## src/rtl/div_unit_pkg.sv

```systemverilog
// Shared definitions for the EX-stage iterative divider: FSM encoding,
// default datapath width and the ALU-control encodings that select a divide.
package div_unit_pkg;

  localparam int DIV_WIDTH = 32;

  // ALU-control encodings the datapath decodes into start / signed_div
  localparam logic [7:0] EXE_DIV_OP  = 8'b0001_1010;
  localparam logic [7:0] EXE_DIVU_OP = 8'b0001_1011;

  typedef enum logic [2:0] {
    DIV_IDLE = 3'd0,
    DIV_ZERO = 3'd1,
    DIV_CALC = 3'd2,
    DIV_FIX  = 3'd3,
    DIV_DONE = 3'd4
  } div_state_e;

endpackage

```

## src/rtl/div_unit.sv

```systemverilog
// Radix-2 restoring divider producing quotient (LO) and remainder (HI).
// Signed divides run on magnitudes; signs are re-applied in a single FIX cycle.
module div_unit
  import div_unit_pkg::*;
#(
  parameter int WIDTH = DIV_WIDTH,
  parameter int CNT_W = 6
) (
  input  logic             clk,
  input  logic             rst,
  input  logic             start,
  input  logic             signed_div,
  input  logic [WIDTH-1:0] opa,
  input  logic [WIDTH-1:0] opb,
  input  logic             annul,
  output logic             busy,
  output logic             ready,
  output logic [WIDTH-1:0] quot,
  output logic [WIDTH-1:0] rem,
  output logic             div_by_zero
);

  div_state_e       state, state_next;
  logic [CNT_W-1:0] cnt;
  logic [WIDTH-1:0] part_rem;
  logic [WIDTH-1:0] dq;
  logic [WIDTH-1:0] divisor;
  logic [WIDTH-1:0] dividend_raw;
  logic             neg_q;
  logic             neg_r;
  logic [WIDTH:0]   trial;
  logic [WIDTH-1:0] abs_a;
  logic [WIDTH-1:0] abs_b;
  logic             accept;

  assign accept = (state == DIV_IDLE) && start && !annul;
  assign abs_a  = (signed_div && opa[WIDTH-1]) ? -opa : opa;
  assign abs_b  = (signed_div && opb[WIDTH-1]) ? -opb : opb;
  // The shifted partial remainder needs WIDTH+1 bits; bit WIDTH of the result is the borrow
  assign trial  = {part_rem, dq[WIDTH-1]} - {1'b0, divisor};

  always_ff @(posedge clk) begin
    if (rst) begin
      state <= DIV_IDLE;
    end else begin
      state <= state_next;
    end
  end

  always_comb begin
    state_next = state;
    case (state)
      DIV_IDLE: begin
        if (accept) begin
          state_next = (opb == '0) ? DIV_ZERO : DIV_CALC;
        end else begin
          state_next = DIV_IDLE;
        end
      end
      DIV_ZERO: state_next = annul ? DIV_IDLE : DIV_DONE;
      DIV_CALC: begin
        if (annul) begin
          state_next = DIV_IDLE;
        end else if (cnt == CNT_W'(WIDTH - 1)) begin
          state_next = DIV_FIX;
        end else begin
          state_next = DIV_CALC;
        end
      end
      DIV_FIX:  state_next = annul ? DIV_IDLE : DIV_DONE;
      DIV_DONE: state_next = DIV_IDLE;
      default:  state_next = DIV_IDLE;
    endcase
  end

  // Results are only written on the way into DONE, so an annulled divide leaves them untouched
  always_ff @(posedge clk) begin
    if (rst) begin
      busy         <= 1'b0;
      ready        <= 1'b0;
      quot         <= '0;
      rem          <= '0;
      div_by_zero  <= 1'b0;
      cnt          <= '0;
      part_rem     <= '0;
      dq           <= '0;
      divisor      <= '0;
      dividend_raw <= '0;
      neg_q        <= 1'b0;
      neg_r        <= 1'b0;
    end else begin
      busy  <= (state_next == DIV_ZERO) || (state_next == DIV_CALC) || (state_next == DIV_FIX);
      ready <= (state_next == DIV_DONE);
      case (state)
        DIV_IDLE: begin
          if (accept) begin
            dividend_raw <= opa;
            part_rem     <= '0;
            dq           <= abs_a;
            divisor      <= abs_b;
            neg_q        <= signed_div && (opa[WIDTH-1] != opb[WIDTH-1]);
            neg_r        <= signed_div && opa[WIDTH-1];
            cnt          <= '0;
          end
        end
        DIV_ZERO: begin
          if (!annul) begin
            quot        <= '1;
            rem         <= dividend_raw;
            div_by_zero <= 1'b1;
          end
        end
        DIV_CALC: begin
          if (!annul) begin
            cnt <= cnt + CNT_W'(1);
            if (!trial[WIDTH]) begin
              part_rem <= trial[WIDTH-1:0];
              dq       <= {dq[WIDTH-2:0], 1'b1};
            end else begin
              part_rem <= {part_rem[WIDTH-2:0], dq[WIDTH-1]};
              dq       <= {dq[WIDTH-2:0], 1'b0};
            end
          end
        end
        DIV_FIX: begin
          if (!annul) begin
            quot        <= neg_q ? -dq : dq;
            rem         <= neg_r ? -part_rem : part_rem;
            div_by_zero <= 1'b0;
          end
        end
        default: ;
      endcase
    end
  end

endmodule

```

## config.mk

```make
export PLATFORM = sky130hd
export DESIGN_NAME = div_unit
export DESIGN_NICKNAME = d
export VERILOG_FILES = /design/src/rtl/div_unit_pkg.sv /design/src/rtl/div_unit.sv
export SDC_FILE = /design/constraint.sdc
export NUM_CORES = 1
export LEC_CHECK = 0
export ABC_AREA = 1
export CAP_MARGIN = 30
export CORE_MARGIN = 2
export CORE_UTILIZATION = 59
export DETAILED_ROUTE_END_ITERATION = 6
export HOLD_SLACK_MARGIN = 0.05
export PLACE_DENSITY = 0.8
export SLEW_MARGIN = 20
export SYNTH_ARGS = -nofsm -noshare
export SYNTH_HDL_FRONTEND = slang
export SYNTH_SLANG_ARGS = --single-unit
```

## constraint.sdc

```tcl
create_clock -name clk -period 3 [get_ports clk]
set_clock_uncertainty 0.05 [all_clocks]
set_input_delay 0.45 -clock clk [delete_from_list [all_inputs] [get_ports clk]]
set_output_delay 0.45 -clock clk [all_outputs]
set_load 0.005 [all_outputs]
```

# Word-level counts from Yosys, hierarchy flattened
# Cells that the tools add are included.
[totals]
ff_bits = 206
latch_bits = 0
ram_bits = 0
mem_bits_ro = 0
inputBits = 69
out_inout_bits = 67
word_cells = 78
mem_count = 0
[classes]
add_sub_neg = 6
n_mul = 0
div_mod_pow = 0
order_cmp = 0
eq_ne = 13
shift = 0
muxes = 30
bitwise_logic = 0
reduce_logical = 16
[ops]
columns = ["cell", "count"]
rows = [
  ["$mux W32", 13],
  ["$pmux W32 S2", 4],
  ["$neg A32 Y32", 4],
  ["$sub A33 B32 Y33", 1],
  ["$logic_not A32 Y1", 1],
  ["$eq A3 B2 Y1 const B", 4],
  ["$mux W6", 2],
  ["$pmux W6 S2", 1],
  ["$pmux W3 S3", 1],
  ["$ne A2 B2 Y1 const B", 4],
  ["$add A6 B1 Y6 const B", 1],
  ["$eq A3 B1 Y1 const B", 2],
  ["$eq A6 B5 Y1 const B", 1],
  ["$mux W2", 3],
  ["$reduce_and A3 Y1", 2],
  ["$logic_and A1 B1 Y1", 5],
  ["$mux W1", 4],
  ["$reduce_bool A2 Y1", 2],
  ["$eq A3 B3 Y1 const B", 1],
  ["$logic_not A3 Y1", 1],
  ["$mux W3", 1],
  ["$logic_or A1 B1 Y1", 2],
  ["$pmux W1 S2", 1],
  ["$reduce_and A2 Y1", 1],
  ["3 further kinds", 3],
]

# Depth between registers and ports, before layout
# Gate-level depths: netlist of run 1.
[depth]
word_depth = 8
mapped_depth = 18
mapped_depth_nobuf = 17

# Least setup slack after synthesis of run 1
# OpenSTA, ideal clock, no wires.
[synth_timing]
path_kind = "register to register"
from = "reg dq[31]"
to = "reg part_rem[2]"
setup_ps = 134
arrival_time_ps = 2057
t_required_ps = 2816
slack_ps = 759
stages_incl_launch_ff = 19
path_buffers = 1
period_less_slack_ps = 2241
path_cell_list = "dfxtp_1 -> inv_1 -> ha_1 -> fa_1 -> inv_1 -> nand2_1 -> nand2_1 -> nand3_1 -> nand2_2 -> nand2_2 -> nand2_2 -> nand2_4 -> nand2_2 -> nand2_4 -> nand2_2 -> buf_6 -> nand2_1 -> nand3_1 -> a21oi_1"
[synth_via]
elab_chain_len = 4
[synth_lines]
columns = ["element", "line", "rtl"]
rows = [
  ["from (decl)", "div_unit.sv:26", "logic [WIDTH-1:0] dq;"],
  ["from (signal assigned)", "div_unit.sv:99", "dq <= abs_a;"],
  ["from (signal assigned)", "div_unit.sv:118", "dq <= {dq[WIDTH-2:0], 1'b1};"],
  ["from (signal assigned)", "div_unit.sv:121", "dq <= {dq[WIDTH-2:0], 1'b0};"],
  ["$sub A33 B32 Y33", "div_unit.sv:40", "assign trial = {part_rem, dq[WIDTH-1]} - {1'b0, divisor};"],
  ["$mux W32", "div_unit.sv:116", "if (!trial[WIDTH]) begin"],
  ["$mux W32", "div_unit.sv:114", "if (!annul) begin"],
  ["$pmux W32 S2", "div_unit.sv:94", "case (state)"],
  ["to (signal assigned)", "div_unit.sv:117", "part_rem <= trial[WIDTH-1:0];"],
  ["to (signal assigned)", "div_unit.sv:120", "part_rem <= {part_rem[WIDTH-2:0], dq[WIDTH-1]};"],
  ["to (decl)", "div_unit.sv:25", "logic [WIDTH-1:0] part_rem;"],
]
# Every way passes these cells. The select of a mux whose other input is x is not followed.
# A chain may end at the register's enable or synchronous reset.

# Worst setup path after layout of run 1
[layout_timing]
from = "reg dq[31]"
to = "reg part_rem[31]"
# The elaborated chain is that of the path after synthesis.

==> results of run 1 <==
## power by group
group | internal (mW) | leakage, nW | total [mW] | switching, mW
Sequential | 2.84 | 1.68 | 2.92 | 0.0818
Combinational | 0.449 | 5.66 | 1.36 | 0.909
Clock | 1.80 | 0.393 | 2.95 | 1.15
## metal layers
metal | global-route usage (%) | part of all wire (%) | vias up
li1 | - | - | 7791
met1 | 50.3 | 45 | 7232
met2 | 54.5 | 44 | 718
met3 | 4.43 | 8.5 | 75
met4 | 8.26 | 2.3 | 0
met5 | 0 | 0 | -
## worst paths after layout
kind | from | endpoint | slack, ns | cells past startpoint
worst max-delay path | dq[31]$_SDFFE_PP0P_ | part_rem[31]$_SDFFE_PP0P_ | 0.26 | 17
worst min-delay path | dividend_raw[29]$_SDFFE_PP0P_ | dividend_raw[29]$_SDFFE_PP0P_ | 0.40 | 2
worst max register to register | dq[31]$_SDFFE_PP0P_ | part_rem[31]$_SDFFE_PP0P_ | 0.26 | 17
worst min register to register | dividend_raw[29]$_SDFFE_PP0P_ | dividend_raw[29]$_SDFFE_PP0P_ | 0.40 | 2
## cell families (layout without fill, tap and decap cells)
group	Yosys count	after routing	synth area share (%)
AOI/OAI and AO/OA	489	489	18.4
xor gates and xnor gates	38	38	2.34
adders and majority gates	38	38	3.40
buffers and inverters	442	555	12.1
DFF	206	206	29.0
and+or+nand+nor	1128	1128	34.7
## flip-flops by register name (all words and copies together) (netlist names)
| name | cells |
|---|---|
| neg_r | 1 |
| part_rem | 32 |
| quot | 32 |
| ready | 1 |
| divisor | 32 |
| div_by_zero | 1 |
| dividend_raw | 32 |
| cnt | 6 |
| state | 3 |
| rem | 32 |
| dq | 32 |
| busy | 1 |
| neg_q | 1 |
## cell usage after synthesis, types with 2 or more instances
| master | instances | area, sq um |
|---|---|---|
| clkbuf_1 | 64 | 240 |
| nor3b_1 | 2 | 15.0 |
| o211ai_1 | 10 | 75.1 |
| ha_1 | 37 | 463 |
| nor2_4 | 4 | 45.0 |
| or2_2 | 13 | 81.3 |
| xor2_1 | 22 | 193 |
| xnor2_1 | 16 | 140 |
| nor4_1 | 5 | 31.3 |
| a21oi_2 | 4 | 35.0 |
| nor3_1 | 35 | 175 |
| nor2_2 | 8 | 50.1 |
| nor2_1 | 160 | 601 |
| buf_1 | 6 | 22.5 |
| nand3_2 | 4 | 40.0 |
| inv_1 | 335 | 1260 |
| nand3b_1 | 15 | 113 |
| nand3_1 | 210 | 1050 |
| buf_6 | 5 | 56.3 |
| a31oi_1 | 35 | 219 |
| buf_2 | 17 | 85.1 |
| o221ai_1 | 3 | 26.3 |
| clkinv_1 | 4 | 15.0 |
| nand2_4 | 2 | 22.5 |
| inv_2 | 10 | 37.5 |
| o21ai_1 | 6 | 30.0 |
| a21oi_1 | 214 | 1070 |
| nand2_1 | 616 | 2310 |
| nor3_2 | 5 | 50.1 |
| and2_1 | 3 | 18.8 |
| and3_1 | 3 | 18.8 |
| o21bai_1 | 8 | 60.1 |
| a22oi_1 | 2 | 15.0 |
| nand2_2 | 13 | 81.3 |
| dfxtp_1 | 206 | 4120 |
| o21ai_0 | 194 | 971 |
| nand4_1 | 23 | 144 |
| a32o_1 | 2 | 20.0 |
| a21o_1 | 3 | 22.5 |
## through the flow
step	instances	utilization, %	instance area, sq um	hold slack, ns
after floorplan	2341	-	14200	0.374
after global placement	2732	67.0	15800	0.383
after detailed placement	2732	67.0	15800	0.392
after CTS	2773	70.3	16600	0.402
after global routing	2773	70.4	16600	0.428
final	2773	70.4	16600	0.400
## final cells by class
type                    instances  area [sq um]  share of cell area (%)
clock inverters                 5          78.8                   0.476
multi-input cells            1693          8370                    50.5
clock buffers                  36           714                    4.31
well taps                     319           399                    2.41
repair buffers                165          1570                    9.49
inverters                     349          1310                    7.91
flip-flops and latches        206          4120                    24.9
## timing repair
action                     4_1_cts  5_1_grt
hold endpoints to repair         0        0
hold buffers                     0        0
setup endpoints to repair        0       25
resized for setup                0        2
## layout by cell type (no fill, tap or decap), types with 7 or more instances in the layout
master	count
ha_1	37
nand3_1	210
or2_2	13
xor2_1	22
nand2_2	13
o21bai_1	8
clkbuf_16	23
dfxtp_1	206
a31oi_1	35
a21oi_1	214
inv_1	334
nand4_1	23
clkdlybuf4s50_1	134
nor2_1	160
xnor2_1	16
nand2_1	615
inv_2	11
nand3b_1	15
o211ai_1	10
nor3_1	35
clkbuf_8	9
buf_4	30
nor2_2	7
o21ai_0	194
## critical path, cell delays in order, from the launching register on
cell,delay [ns]
dfxtp_1,0.33
inv_1,0.09
ha_1,0.23
fa_1,0.41
inv_1,0.11
nand2_1,0.05
nand2_1,0.07
nand3_1,0.08
nand2_2,0.12
nand2_2,0.07
nand2_2,0.09
nand2_4,0.07
nand2_2,0.10
nand2_4,0.16
nand2_4,0.28
nand2_1,0.10
nand3_1,0.09
a21oi_1,0.07
==> run summary, run 1 <==
Power Total: 7.23 mW
IO Count: 136
DRC viols: 0
Netlist cell types: 56
setup TNS: 0 ns
syn_area_per_cell: 6.07 sq um
YS warnings: 0
PD cells: 437 nW/um^2
routed len/inst: 16.1 um
Overflow after GRT: 0
Port Buffers: 135
Starting Density: 60.3%
initial DRC count: 1681
Final min period: 2.74 ns
gpl congestion: 0.986
asr flop ratio synth: 0%
Tightest Pin Transition: 0.779 ns
core area: 23500 sq um
pre-CTS setup slack: 0.170 ns
HP Class: reg2reg
Yosys reg bits: 206
clk sink count: 206
site row count: 56
via count: 15816
H-tree depth: 1
crit path kind: reg2reg
Worst slew margin: 48.0%
Slew Limit Fails: 0
Setup crit start kind: register
layout cells sized above 1: 5.62%
Max Fclk: 365 MHz
largest net degree at the start of global routing: 72
Routed Antenna Nets: 0
Final setup viols: 0
vias per cell: 5.70
unrepaired setup endpoints after global routing: false
status: finished clean
Synth-to-Final Area Change: 16.7%
number of flops mapped to enable cells by yosys: 0
Root Buffer Master: clkbuf_16
Final nets: 2545
first-pass GRT wire length: 72.6 mm
Die Area: 25300 sq um
TritonCTS clock tree: done
Reg clk slew, reported paths: 0.06 ns
clk buf depth: 3
vias in the first global route: 14333
CTS Buf Count: 23
Critical Path RT: 3.32 ns
CP Capture Type: register
critical path fanouts, max: 22
GRT Util Overall: 34.6%
Top FF cell, synth: dfxtp_1
Final Hold Fails: 0
Syn Nets: 2448
Die Height: 159 um
drt first pass iters: 6
number of diodes: 0
Die Wd: 159 um
P_leak: 7.73 nW
post-synthesis sequential area ratio: 29.0%
Post-CTS Setup Inserts: 0
Mapped Area: 14200 sq um
final setup margin: 0.258 ns
Critical Path AT: 3.06 ns
total wire length: 44.7 mm
Fill cells: 2219
maxcap violations: 0
Final period util: 91.4%
dpl hpwl: 34.0 mm
Peak VDD IR: 432 uV
worst skew pair latency: 0.53 ns
initial antenna violation count: 0
Syn Inst Count: 2341
Power figures use the tool's default switching activity.
==> inputs of run 2 (changes only) <==
Settings changed: CELL_PAD_IN_SITES_DETAIL_PLACEMENT from default to 1, CELL_PAD_IN_SITES_GLOBAL_PLACEMENT from default to 2, CORE_UTILIZATION 59 to 34, PLACE_DENSITY 0.8 to 0.85, REMOVE_ABC_BUFFERS from default to 1.
Clock period 3 ns to 3.45 ns, I/O delays scaled along.
==> run 2 against run 1 <==
Compared with the run above: sequential share of layout area down 0.51 points; worst hold slack better by 0.0063 ns; die area up 71%; final area up 2.1%; count of clock-buffer cells in the layout up 2; fmax down 5.8%; non-clock buffer count down 2; via count down 0.92%; global-route usage down 9.8 points; clock power down 4%.
==> run summary, run 2 (synthesis gave the netlist of run 1 again) <==
Fill cells: 5441 (+150%)
Hold Crit Start: dividend_raw[26]$_SDFFE_PP0P_
Worst slew margin: 46.2% (-1.8 points)
Root Buffer Master: clkbuf_16
vias in the first global route: 15697 (+9.5%)
clk sink count: 206 (unchanged)
Routed Antenna Nets: 0 (unchanged)
clk buf depth: 3 (unchanged)
initial antenna violation count: 1 (+1)
total wire length: 54.9 mm (+23%)
Post-CTS Setup Inserts: 0 (unchanged)
commonest cells after routing, fill and taps aside: nand2_1, inv_1, a21oi_1
Final period util: 84.4% (-7.0 points)
dpl hpwl: 43.0 mm (+27%)
core area: 41000 sq um (+74%)
IO Count: 136 (unchanged)
register area: 4120 sq um (unchanged)
worst skew pair latency: 0.57 ns (+0.04 ns)
routed len/inst: 18.3 um (+14%)
CP Capture Type: register
reg2reg start: part_rem[0]$_SDFFE_PP0P_
Synth-to-Final Area Change: 19.1%
Starting Density: 34.6% (-26 points)
Die Area: 43400 sq um (+71%)
Overflow after GRT: 0 (unchanged)
vias per cell: 5.24 (-8.1%)
site row count: 74 (+32%)
status: finished clean
PD cells: 390 nW/um^2 (-11%)
Die Wd: 208 um (+31%)
Multi-input gate area: 8360 sq um (about the same)
layout cells sized above 1: 5.70% (+0.072 points)
TritonCTS clock tree: done
Top cell by count, worst path: nand2_2
setup TNS: 0 ns (unchanged)
drt first pass iters: 5 (-1)
GRT Util Overall: 24.8% (-9.8 points)
Final nets: 2546 (+0.039%)
Critical Path RT: 3.80 ns (+0.48 ns)
Peak VDD IR: 273 uV (-37%)
origin of the worst setup path: part_rem[0]$_SDFFE_PP0P_
first-pass GRT wire length: 86.5 mm (+19%)
CP cell instances: inv_1 -> fa_1 -> inv_1 -> nand2_1 -> nand2_1 -> nand3_1 -> nand2_2 -> nand2_2 -> nand2_2 -> nand2_4 -> nand2_2 -> nand2_4 -> nand2_2 -> nand2_1 -> nand3_1 -> a21oi_1
Slew Limit Fails: 0 (unchanged)
Final setup viols: 0 (unchanged)
Resized cells post-CTS: 0 (unchanged)
Tightest Pin Transition: 0.807 ns (+0.0284 ns)
unrepaired setup endpoints after global routing: false
Final min period: 2.91 ns (+0.169 ns)
P_leak: 7.77 nW (+0.43%)
number of diodes: 0 (unchanged)
pre-CTS setup slack: 0.267 ns (+0.0976 ns)
Reg clk slew, reported paths: 0.06 ns (about the same)
Die Height: 208 um (+31%)
CTS Buf Count: 26 (+13%)
critical path fanouts, max: 22 (unchanged)
final setup margin: 0.539 ns (+0.281 ns)
via count: 15670 (-0.92%)
crit path kind: reg2reg
CP max stage cell: fa_1
initial DRC count: 845 (-50%)
Max Fclk: 343 MHz (-5.8%)
H-tree depth: 1 (unchanged)
HP Class: reg2reg
largest net degree at the start of global routing: 72 (unchanged)
Setup crit start kind: register
maxcap violations: 0 (unchanged)
Final Hold Fails: 0 (unchanged)
Post-CTS Hold Fix Bufs: 0 (unchanged)
crit-path max cell delay: 0.48 ns (+0.07 ns)
Port Buffers: 135 (unchanged)
most common cell after layout, fill and taps aside: nand2_1
Critical Path AT: 3.26 ns (+0.20 ns)
DRC viols: 0 (unchanged)
gpl congestion: 0.895 (-9.2%)
run 2: layer usage:
metal / global-route usage, % / up-vias / wire, um
li1: - / 7782 / -
met1: 35.0 / 7565 / 27400
met2: 40.4 / 271 / 24300
met3: 2.99 / 52 / 2230
met4: 5.36 / 0 / 991
met5: 0 / - / 0
run 2: metrics by stage:
| step | hold slack (ns) | instances | area, sq um | utilization [%] | power, mW |
|---|---|---|---|---|---|
| floorplan | 0.376 | 2248 | 13800 | - | 3.32 |
| global placement | 0.392 | 2942 | 16000 | 39.0 | 3.78 |
| detailed placement | 0.394 | 2942 | 16000 | 39.0 | 3.81 |
| CTS | 0.404 | 2989 | 16900 | 41.2 | 6.64 |
| global route | 0.428 | 2990 | 16900 | 41.2 | 6.92 |
| finish | 0.406 | 2990 | 16900 | 41.2 | 6.60 |
run 2: report_power, final:
group,switching (mW),internal [mW],total [mW]
clock,1.14,1.68,2.82
combinational,0.846,0.394,1.24
sequential,0.0724,2.47,2.54
run 2: critical path: cells and delay by family, from the launching register on:
family / cells / cell delay [ns]
fa+ha+maj: 1 / 0.48
simple gates: 12 / 1.49
compound gates: 1 / 0.06
flops: 1 / 0.42
buf+inv: 2 / 0.26
run 2: final timing paths:
kind / endpoint / slack (ns) / cells past startpoint
worst min-delay path: dividend_raw[26]$_SDFFE_PP0P_ / 0.41 / 2
worst max register to register: part_rem[6]$_SDFFE_PP0P_ / 0.54 / 16
worst min register to register: dividend_raw[26]$_SDFFE_PP0P_ / 0.41 / 2
worst max-delay path: part_rem[6]$_SDFFE_PP0P_ / 0.54 / 16
run 2: cell type report:
cell class / instances / area share, %
tap: 532 / 3.94
sequential: 206 / 24.4
clock buffer: 38 / 4.53
multi-input combinational: 1693 / 49.4
inverter: 349 / 7.75
clock inverter: 9 / 0.644
timing repair buffer: 163 / 9.34
